$ cat src/rtl/ws2812_tx_if.sv
// Pixel handshake from the compositing pipeline into the WS2812 serial stage.
// master = pipeline side (drives pixel), slave = ws2812_tx (drives ready).
interface ws2812_tx_if;
  logic       valid;
  logic [7:0] red;
  logic [7:0] green;
  logic [7:0] blue;
  logic       last;
  logic       ready;

  modport master (output valid, red, green, blue, last, input ready);
  modport slave  (input valid, red, green, blue, last, output ready);
endinterface

$ cat src/rtl/ws2812_tx.sv
// WS2812 single-wire transmitter: one-entry pixel holding register, GRB MSB-first
// bit shifter with per-bit high-time encoding, and a latch low period after each frame.
module ws2812_tx #(
  parameter int BIT_CYC   = 20,
  parameter int T0H_CYC   = 6,
  parameter int T1H_CYC   = 11,
  parameter int LATCH_CYC = 1280
) (
  input  logic          clk,
  input  logic          rst,
  ws2812_tx_if.slave    px,
  output logic          dout,
  output logic          busy,
  output logic          frame_done,
  output logic          underrun
);

  localparam int CYC_W = $clog2(BIT_CYC + 1);
  localparam int LAT_W = $clog2(LATCH_CYC + 1);

  localparam logic [CYC_W-1:0] CYC_LAST = CYC_W'(BIT_CYC - 1);
  localparam logic [CYC_W-1:0] T0_C     = CYC_W'(T0H_CYC);
  localparam logic [CYC_W-1:0] T1_C     = CYC_W'(T1H_CYC);
  localparam logic [LAT_W-1:0] LAT_LAST = LAT_W'(LATCH_CYC - 1);
  localparam logic [4:0]       BIT_LAST = 5'd23;

  typedef enum logic [1:0] {IDLE, SEND, LATCH} state_t;

  typedef struct packed {
    logic [23:0] grb;
    logic        last;
  } pix_t;

  state_t           state, state_n;
  logic [CYC_W-1:0] cyc_cnt, cyc_n;
  logic [4:0]       bit_cnt, bit_n;
  logic [LAT_W-1:0] lat_cnt, lat_n;
  logic [23:0]      sh, sh_n;
  logic             cur_last, last_n;
  logic             dout_n, fd_n, ur_n;
  logic             load, accept;
  logic             bit_end;
  logic [CYC_W-1:0] hi_cyc;

  pix_t             hold;
  logic             hold_full;
  logic             rdy_en;

  // rdy_en keeps ready low through reset and rises on the first edge after release
  assign px.ready = rdy_en & ~hold_full;
  assign accept   = px.valid & px.ready;
  assign busy     = (state != IDLE);
  assign bit_end  = (cyc_cnt == CYC_LAST);
  assign hi_cyc   = sh[23] ? T1_C : T0_C;

  always_comb begin
    state_n = state;
    cyc_n   = cyc_cnt;
    bit_n   = bit_cnt;
    lat_n   = lat_cnt;
    sh_n    = sh;
    last_n  = cur_last;
    load    = 1'b0;
    dout_n  = 1'b0;
    fd_n    = 1'b0;
    ur_n    = 1'b0;

    case (state)
      IDLE: begin
        if (hold_full) begin
          load    = 1'b1;
          state_n = SEND;
        end
      end

      SEND: begin
        dout_n = (cyc_cnt < hi_cyc);
        cyc_n  = cyc_cnt + CYC_W'(1);
        if (bit_end) begin
          cyc_n = '0;
          sh_n  = {sh[22:0], 1'b0};
          bit_n = bit_cnt + 5'd1;
          if (bit_cnt == BIT_LAST) begin
            bit_n = '0;
            if (cur_last) begin
              state_n = LATCH;
              lat_n   = '0;
            end else if (hold_full) begin
              // chain straight into the next pixel, no idle clock between
              load = 1'b1;
            end else begin
              ur_n    = 1'b1;
              state_n = IDLE;
            end
          end
        end
      end

      LATCH: begin
        lat_n = lat_cnt + LAT_W'(1);
        if (lat_cnt == LAT_LAST) begin
          fd_n    = 1'b1;
          state_n = IDLE;
        end
      end

      default: state_n = IDLE;
    endcase

    if (load) begin
      sh_n   = hold.grb;
      last_n = hold.last;
      cyc_n  = '0;
      bit_n  = '0;
    end
  end

  always_ff @(posedge clk or posedge rst) begin
    if (rst) begin
      state      <= IDLE;
      cyc_cnt    <= '0;
      bit_cnt    <= '0;
      lat_cnt    <= '0;
      sh         <= '0;
      cur_last   <= 1'b0;
      dout       <= 1'b0;
      frame_done <= 1'b0;
      underrun   <= 1'b0;
    end else begin
      state      <= state_n;
      cyc_cnt    <= cyc_n;
      bit_cnt    <= bit_n;
      lat_cnt    <= lat_n;
      sh         <= sh_n;
      cur_last   <= last_n;
      dout       <= dout_n;
      frame_done <= fd_n;
      underrun   <= ur_n;
    end
  end

  // Accept and load never coincide (accept needs empty, load needs full)
  always_ff @(posedge clk or posedge rst) begin
    if (rst) begin
      hold      <= '0;
      hold_full <= 1'b0;
      rdy_en    <= 1'b0;
    end else begin
      rdy_en <= 1'b1;
      if (accept) begin
        hold      <= '{grb: {px.green, px.red, px.blue}, last: px.last};
        hold_full <= 1'b1;
      end else if (load) begin
        hold_full <= 1'b0;
      end
    end
  end

endmodule

$ cat src/flat_wrapper.sv
// flat-port wrapper written by rule: the top's interface ports become plain ports
module ws2812_tx_flat 
#(
  parameter int BIT_CYC   = 20,
  parameter int T0H_CYC   = 6,
  parameter int T1H_CYC   = 11,
  parameter int LATCH_CYC = 1280
)
  (clk, rst, dout, busy, frame_done, underrun, px_valid, px_red, px_green, px_blue, px_last, px_ready);
  ws2812_tx_if px_i ();
  input  logic clk;
  input  logic rst;
  output logic dout;
  output logic busy;
  output logic frame_done;
  output logic underrun;
  input wire logic [$bits(px_i.valid)-1:0] px_valid;
  input wire logic [$bits(px_i.red)-1:0] px_red;
  input wire logic [$bits(px_i.green)-1:0] px_green;
  input wire logic [$bits(px_i.blue)-1:0] px_blue;
  input wire logic [$bits(px_i.last)-1:0] px_last;
  output wire logic [$bits(px_i.ready)-1:0] px_ready;
  assign px_i.valid = px_valid;
  assign px_i.red = px_red;
  assign px_i.green = px_green;
  assign px_i.blue = px_blue;
  assign px_i.last = px_last;
  assign px_ready = px_i.ready;
  ws2812_tx #(.BIT_CYC(BIT_CYC), .T0H_CYC(T0H_CYC), .T1H_CYC(T1H_CYC), .LATCH_CYC(LATCH_CYC)) u_core (.clk(clk), .rst(rst), .px(px_i), .dout(dout), .busy(busy), .frame_done(frame_done), .underrun(underrun));
endmodule
$ cat config.mk
export PLATFORM = sky130hd
export DESIGN_NAME = ws2812_tx_flat
export DESIGN_NICKNAME = d
export VERILOG_FILES = /design/src/rtl/ws2812_tx_if.sv /design/src/rtl/ws2812_tx.sv /design/src/flat_wrapper.sv
export SDC_FILE = /design/constraint.sdc
export NUM_CORES = 1
export LEC_CHECK = 0
export ABC_AREA = 0
export BUFFER_PORTS_ARGS = -buffer_cell sky130_fd_sc_hd__buf_2
export CORE_ASPECT_RATIO = 0.6
export CORE_MARGIN = 2
export CORE_UTILIZATION = 53
export DETAILED_ROUTE_END_ITERATION = 10
export GPL_ROUTABILITY_DRIVEN = 0
export GPL_TIMING_DRIVEN = 0
export PLACE_DENSITY = 0.86
export SETUP_SLACK_MARGIN = 0.05
export SYNTH_ARGS = -nofsm -noshare
export SYNTH_HDL_FRONTEND = slang
export SYNTH_SLANG_ARGS = --single-unit
$ cat constraint.sdc
create_clock -name clk -period 2.65 [get_ports clk]
set_clock_uncertainty 0.1 [all_clocks]
set_input_delay 0.53 -clock clk [delete_from_list [all_inputs] [get_ports clk]]
set_output_delay 0.53 -clock clk [all_outputs]
set_load 0.05 [all_outputs]
==> results of run 1 <==
-- metrics by stage --
stage / setup slack [ns] / power (mW) / hold WS (ns) / util (%) / area [um2]
6_report: 0.5865 / 2.758 / 0.2032 / 64.58 / 4035
5_1_grt: 0.4564 / 2.866 / 0.2580 / 64.58 / 4035
4_1_cts: 0.5905 / 2.781 / 0.2179 / 64.58 / 4035
3_5_place_dp: 0.6327 / 1.722 / 0.3595 / 60.77 / 3797
3_3_place_gp: 0.6267 / 1.688 / 0.3557 / 60.45 / 3777
2_1_floorplan: 0.3745 / 1.632 / 0.3331 / - / 3512
-- layout make-up --
class                   instances  area (um2)
fillers                       488        2213
flip-flops and latches         78        1952
multi-input cells             211        1436
repair buffers                 33       180.2
clock buffers                  10       127.6
clock inverters                 6       110.1
plain buffers                  17       105.1
well taps                      84       105.1
inverters                       4       18.77
-- power by group --
| part | leakage (nW) | internal [mW] | switching [mW] | total (mW) |
|---|---|---|---|---|
| clock network | 0.112 | 0.624 | 0.439 | 1.06 |
| logic | 0.911 | 0.150 | 0.0860 | 0.236 |
| registers | 1.01 | 1.36 | 0.0970 | 1.46 |
| total | 2.04 | 2.14 | 0.622 | 2.76 |
-- cells by family after synthesis --
group                      Yosys count
DFF                                 78
AOI/OAI and AO/OA                   43
and+or+nand+nor                    100
buffers and inverters               21
xor gates and xnor gates            11
other                                1
muxes                               51
adders and majority gates            5
-- metal layers --
layer	vias to the layer above	global-route usage, %	wire, um
met5	-	0	0
met3	12	6.751	317
met2	54	33.62	3339
met1	1230	27.61	3101
li1	1165	-	-
met4	0	10.58	126
-- state kept, by name, indices dropped and copies added, names as in the netlist, 2 cells and up --
name	flops
u_core.state	2
u_core.cyc_cnt	5
u_core.hold	25
u_core.bit_cnt	5
u_core.sh	24
u_core.lat_cnt	11
-- cells in the final DEF, fill, tap and decap left out, types with 6 or more instances in the layout --
cell	n
mux2_2	25
buf_2	44
nand4_1	7
clkbuf_8	9
xnor2_1	6
nand2_1	41
mux2i_1	26
nor2_1	18
o21ai_1	25
dfrtp_1	78
o21ai_0	6
-- synth_stat cells, types with 5 or more instances --
cell type  instances  area (um2)
mux2_2            25       281.5
nor2_1            18       67.56
o21ai_0            6       30.03
xor2_1             5       43.79
o21ai_1           25       125.1
nand4_1            7       43.79
xnor2_1            6       52.55
mux2i_1           26       260.3
ha_1               5       62.56
nand3_1            5       25.02
dfrtp_1           78        1952
nand2_1           41       153.9
nor3_1             5       25.02
buf_2             12       60.06
-- worst min path at each step --
stage	start	endpoint	slack, ns	cells past startpoint
detailed placement	u_core.hold[1]	u_core.sh[0]	0.36	2
floorplan	u_core.hold[0]	u_core.cur_last	0.33	2
global route	rst	u_core.sh[1]	0.26	2
global placement	u_core.hold[1]	u_core.sh[0]	0.36	2
CTS	rst	u_core.hold[4]	0.22	2
finish	rst	u_core.hold[4]	0.20	2
==> flow_summary.ini, run 1 <==
[cts]
clk_latency_ns = 0.36
cts-root-buf = clkbuf_8
h-tree-depth = 3
cts_buffer_depth = 2
cts_setup_buffers = 0
cts_tree = done
cts_sinks = 78
postCtsHoldBufs = 0
numCtsBuffers = 9
cts_resized = 0
cts.clk_slew.worst_paths_ns = 0.08

[yosys]
netlist_area_mm2 = 0.003508
synth_xor_area_share_pct = 2.746
synth_simple_gate_area_share_pct = 14.09
syn-num-nets = 343
synthCells = 310
synthMuxAreaShare_pct = 15.44
synthArstFlopShare_pct = 100.0
yosys.area_share.adder_pct = 1.783
postSynthAreaPerCell_um2 = 11.32
yosysUniqueCellTypes = 42
synth_seq_area_share_pct = 55.63
ys_dominant_reg_cell = dfrtp_1
synth-edff-count = 0
ys_warn_count = 0
synth-seq-cells = 78
synth_top_family_by_area = multiplexers
synth-compound-area-share_pct = 6.776

[cells_and_area]
diodes = 0
stdcell_count = 443
nets = 387
drive_above_1_share_pct = 26.74
area_growth_pct = 15.01

[critical_path]
arrival_ns = 2.20
r2r_cells = 8
r2r_slack_ns = 0.59
r2r-start = u_core.cyc_cnt[0]
endpoint = u_core.sh[9]
crit_chain = ha_1, and4bb_1, buf_4, nand2_4, buf_6, buf_6, mux2i_1, o21ai_1
cp_common_cell = buf_6
r2r-end = u_core.sh[9]
worst_path_max_delay_cell = dfrtp_1
crit_required_ns = 2.79
end_kind = register
cp.depth = 8
crit_path_start = u_core.cyc_cnt[0]
crit_type = reg -> reg
crit_buf_inv = 3
cp_slowest_stage_delay_ns = 0.44
cpLargestDelayFamily = buffers and inverters
start_kind = register
path_max_fanout = 10

[floorplanning]
die_x_um = 109.0
core_area_mm2 = 0.006248
dieArea_mm2 = 0.007308
std_cell_rows = 22
fp.dieH_um = 67.02
ios = 33
initial_core_util_pct = 56.15

[timing]
max_slew.worst_pin.slew_ns = 0.7829
fin_crit_ns = 2.063
max_slew_margin_pct = 47.70
final.setup.tns_ns = 0
rsz0062_at_grt = no
drv_slew = 0
period_share_pct = 77.87
clock.fmax_mhz = 484.6
setup_violations = 0
hold_viol_final = 0

[drt]
drcViolationCount = 0
wl_per_cell_um = 15.54
drt-initial-drc-count = 180
drt.antenna.violating_nets = 0
routed_wl_um = 6884
via_count = 2461
viasPerCell = 5.555
dr.pass1.iters = 4

[pwr]
vdd_drop_max_mv = 0.3636
power_leakage_nw = 2.038
power_density_mw_per_mm2 = 683.4

[placement]
io_buffers = 32
dp_hpwl_um = 4793
dpl.cell_count = 427

[global_routing]
grt_overflow_total = 0
antenna_found_initial = 0
grt_pass1_vias = 2405
grt_pass1_wl_um = 11520
track_usage_pct = 21.63
grt_max_degree = 44

[job]
maxCapViolations = 0

[min_path]
holdCritPathClass = in -> async

[status]
status = finished, final reports clean
Power figures use the tool's default switching activity.
==> inputs of run 2 (changes only) <==
CORE_UTILIZATION = 55   (was 53)
clock period = 1.9 ns   (was 2.65 ns; I/O delays follow)
==> run 2 against run 1 <==
  * Register-to-register slack lost 0.53 ns
  * Wire length grew 7.1%
  * Critical path depth shrank 1
  * First-iteration DRC count shrank 21%
  * Worst setup slack lost 0.53 ns
  * Clock power grew 21%
  * Worst hold slack lost 0.16 ns
  * Sequential share of layout area shrank 2.2 points
  * Die area shrank 3.5%
  * Count of clock-buffer cells in the layout is the same
  * Highest routed layer unchanged
  * Global-route usage shrank 0.36 points
  * Utilization grew 4.3 points
==> flow_summary.ini, run 2 (synthesis results as in run 1) <==
[drt]
via_count = 2532
viasPerCell = 5.602
routed_wl_um = 7372
met1Wirelength_um = 3307
route.top_layer_used = met4
routed-wl-met3_um = 411
wl_met2_um = 3547
dr.pass1.iters = 4
drt-initial-drc-count = 143
drcViolationCount = 0
wl_per_cell_um = 16.31
drt.antenna.violating_nets = 0

[timing]
fin_crit_ns = 1.846
drv_slew = 0
hold-worst-slack_ns = 0.04493
clock.fmax_mhz = 541.7
final.setup.tns_ns = 0
max_slew_margin_pct = 49.55
max_slew.worst_pin.slew_ns = 0.7552
layout_setup_ws_ns = 0.05411
setup_violations = 0
period_share_pct = 97.15
hold_viol_final = 0

[critical_path]
r2r_cells = 7
crit_required_ns = 2.04
r2r-end = u_core.cyc_cnt[1]
worst_path_max_delay_cell = dfrtp_1
crit_buf_inv = 2
arrival_ns = 1.99
r2r-start = u_core.cyc_cnt[0]
cp_slowest_stage_delay_ns = 0.38
crit_chain = ha_2, and4bb_1, buf_6, nand2_4, clkbuf_4, nor4_1, o21ai_1
crit_type = reg -> reg
path_max_fanout = 10
cpLargestDelayFamily = simple AND/OR/NAND/NOR gates
r2r_slack_ns = 0.05
start_kind = register
end_kind = register

[pwr]
power_density_mw_per_mm2 = 864.6
power_leakage_nw = 2.102
vdd_drop_max_mv = 0.5523
power_mw = 3.657

[cts]
numCtsBuffers = 9
cts_sinks = 78
h-tree-depth = 3
cts_tree = done
postCtsHoldBufs = 0
clk_latency_ns = 0.35
cts.clk_slew.worst_paths_ns = 0.09
cts-root-buf = clkbuf_8
cts_buffer_depth = 2

[global_routing]
antenna_found_initial = 0
grt_max_degree = 45
track_usage_pct = 21.27
grt_pass1_wl_um = 11320
grt_overflow_total = 0
grt_pass1_vias = 2352

[floorplanning]
initial_core_util_pct = 57.15
ios = 33
die_x_um = 107.1
fp.dieH_um = 65.87
std_cell_rows = 22
dieArea_mm2 = 0.007055
core_area_mm2 = 0.006138

[cells_and_area]
nets = 396
regMostFlops = u_core.hold
stdcell_count = 452
layout_commonest_cell = dfrtp_1
reg.largest.list = u_core.hold: 25 flops, u_core.sh: 24 flops, u_core.lat_cnt: 11 flops
nFillCells = 438
post-route-util_pct = 68.90
largest_reg_flops = 25
multi_input_area_mm2 = 0.001484
final_cell_mix = dfrtp_1 (77), nand2_1 (41), buf_2 (34)
stdcell_area_mm2 = 0.004229
final-seq-area_mm2 = 0.001953
area_growth_pct = 20.54
drive_above_1_share_pct = 31.79
diodes = 0

[placement]
place_area_mm2 = 0.003805
dp_slack_ns = -0.1040
io_buffers = 32
dpl.cell_count = 427
dp_hpwl_um = 4651

[job]
maxCapViolations = 0

[min_path]
holdCritPathClass = in -> async

[status]
status = finished, final reports clean
[run 2: cell types whose count changed in the layout (fill, tap and decap cells not counted), moves of 3 or more]
cell / delta
buf_12: +3
buf_2: -10
buf_4: +6
buf_6: +6
o21ai_1: -3
o21ai_2: +3
[run 2: worst max-delay path by stage]
stage | depth (start not counted) | slack, ns | from | to
2_1_floorplan | 8 | 0.09 | u_core.cyc_cnt[0] | u_core.sh[10]
3_3_place_gp | 8 | -0.05 | u_core.cyc_cnt[0] | u_core.sh[6]
3_5_place_dp | 8 | -0.10 | u_core.cyc_cnt[0] | u_core.sh[8]
4_1_cts | 8 | 0.05 | u_core.cyc_cnt[0] | u_core.sh[16]
5_1_grt | 7 | -0.0005 | u_core.cyc_cnt[0] | u_core.cyc_cnt[1]
6_report | 7 | 0.05 | u_core.cyc_cnt[0] | u_core.cyc_cnt[1]
[run 2: routing by layer]
layer	global-route usage, %	vias to the layer above
met4	7.630	0
met3	6.897	13
li1	-	1193
met2	31.65	75
met1	29.45	1251
met5	0	-
[run 2: final cells by class]
type	count	area share, %
flip-flops and latches	78	46.18
multi-input cells	211	35.09
repair buffers	42	6.805
plain buffers	17	4.142
clock buffers	10	3.254
well taps	84	2.485
clock inverters	6	1.598
inverters	4	0.4438
[run 2: report_power, final]
group	internal, mW	leakage, nW	switching, mW	total [mW]
Clock	0.649	0.0993	0.633	1.28
Combinational	0.212	0.989	0.120	0.332
Sequential	1.90	1.01	0.143	2.04
[run 2: timing repair]
item	CTS	global route
setup endpoints to repair	35	45
cloned	0	1
setup buffers	6	2
pin swaps	1	1
resized for setup	14	23
==> inputs of run 3 (changes only) <==
PLACE_DENSITY = 0.73   (was 0.86)
==> run 3 against run 2 <==
  * Count of clock-buffer cells in the layout up 3
  * Sequential share of layout area down 0.79 points
  * Maximum frequency up 0.98%
  * Sequential cell count unchanged
  * Clock power up 12%
  * Final area up 1.7%
  * Combinational power up 3%
  * Critical path depth up 1
  * Non-clock buffer count up 8
  * Global-route usage up 0.63 points
  * Sequential power about the same
==> flow_summary.ini, run 3 (synthesis results as in run 1) <==
[cts]
numCtsBuffers = 9
cts_buffer_depth = 2
h-tree-depth = 3
clk_latency_ns = 0.36
cts.clk_slew.worst_paths_ns = 0.08
cts_tree = done
postCtsHoldBufs = 0
cts_sinks = 78
cts-root-buf = clkbuf_8

[floorplanning]
ios = 33
fp.dieH_um = 65.87
core_area_mm2 = 0.006138
die_x_um = 107.1
std_cell_rows = 22
initial_core_util_pct = 57.15
dieArea_mm2 = 0.007055

[critical_path]
crit_required_ns = 2.05
arrival_ns = 1.98
crit_type = reg -> reg
r2r-end = u_core.sh[14]
path_max_fanout = 9
r2r_slack_ns = 0.07
r2r_cells = 8
end_kind = register
r2r-start = u_core.cyc_cnt[0]
start_kind = register

[timing]
max_slew.worst_pin.slew_ns = 0.8271
setup_violations = 0
hold_viol_final = 0
hold-worst-slack_ns = 0.06240
period_share_pct = 96.21
fin_crit_ns = 1.828
max_slew_margin_pct = 44.75
drv_slew = 0
rsz0062_at_grt = yes
clock.fmax_mhz = 547.1
final.setup.tns_ns = 0

[drt]
dr.pass1.iters = 4
drt-initial-drc-count = 148
drt.antenna.violating_nets = 0
via_count = 2483
drcViolationCount = 0
routed_wl_um = 7253
wl_per_cell_um = 15.77
viasPerCell = 5.398

[cells_and_area]
diodes = 0
layout_commonest_cell = dfrtp_1
reg.largest.list = u_core.hold: 25 flops, u_core.sh: 24 flops, u_core.lat_cnt: 11 flops
final_cell_mix = dfrtp_1 (78), nand2_1 (40), buf_2 (34)
area_growth_pct = 22.57
regMostFlops = u_core.hold
largest_reg_flops = 25
nets = 404
drive_above_1_share_pct = 32.18

[global_routing]
grt_overflow_total = 0
grt_pass1_vias = 2350
grt_pass1_wl_um = 11430
antenna_found_initial = 0
grt_max_degree = 41
track_usage_pct = 21.90

[job]
maxCapViolations = 0

[pwr]
power_leakage_nw = 2.152
power_mw = 3.824
power_density_mw_per_mm2 = 889.2
vdd_drop_max_mv = 0.6645

[status]
status = finished, final reports clean

[min_path]
holdCritPathClass = in -> async

[placement]
dp_hpwl_um = 4545
io_buffers = 32
==> run 3: final cells by class <==
class                           count  area [um2]
Multi-Input combinational cell    211        1488
Clock inverter                      3       65.06
Fill cell                         461        1838
Inverter                            4       18.77
Timing Repair Buffer               50       335.3
Buffer                             17       167.7
Clock buffer                       13       168.9
Sequential cell                    78        1952
Tap cell                           84       105.1
==> run 3: stage by stage <==
stage / worst slack, ns / cells / util (%) / cell area [um2]
finish: 0.07210 / 460 / 70.06 / 4300
global route: 0.02020 / 460 / 70.06 / 4300
CTS: 0.01954 / 447 / 67.33 / 4133
detailed placement: -0.1074 / 427 / 61.99 / 3805
global placement: -0.07027 / 426 / 61.66 / 3785
floorplan: 0.08750 / 310 / - / 3520
==> run 3: repair_timing <==
action / CTS / global route
setup buffers: 4 / 12
gates resized for setup: 20 / 13
setup endpoints to repair: 35 / 43
cloned: 0 / 1
==> run 3: critical path: stages, from the launching register on <==
cell and delay [ns]:
dfrtp_1 0.41, ha_2 0.21, and4bb_1 0.21, buf_6 0.14, nand2_4 0.08, buf_12 0.13, clkbuf_16 0.15, mux2i_2 0.21
o21ai_1 0.08
==> run 3: worst max-delay path by stage <==
stage	endpoint	start	cells after the start	slack, ns
CTS	u_core.sh[10]	u_core.cyc_cnt[0]	8	0.02
finish	u_core.sh[14]	u_core.cyc_cnt[0]	8	0.07
global placement	u_core.sh[7]	u_core.cyc_cnt[0]	8	-0.07
global route	u_core.sh[14]	u_core.cyc_cnt[0]	8	0.02
detailed placement	u_core.sh[7]	u_core.cyc_cnt[0]	8	-0.11
floorplan	u_core.sh[10]	u_core.cyc_cnt[0]	8	0.09
==> run 3: metal layers <==
metal  global-route usage, %  share of wire (%)  wire (um)  up-vias
met5                       0                  0          0        -
met4                   7.955               0.98         71        0
met3                   8.473                4.6        335        7
met2                   32.99                 46       3362       50
met1                   29.07                 48       3484     1229
li1                        -                  -          -     1197
==> run 3: power by group <==
part           leakage [nW]  internal, mW  total [mW]  switching (mW)
combinational          1.02         0.213       0.342           0.129
clock                 0.120         0.846        1.44           0.599
sequential             1.01          1.90        2.04           0.138
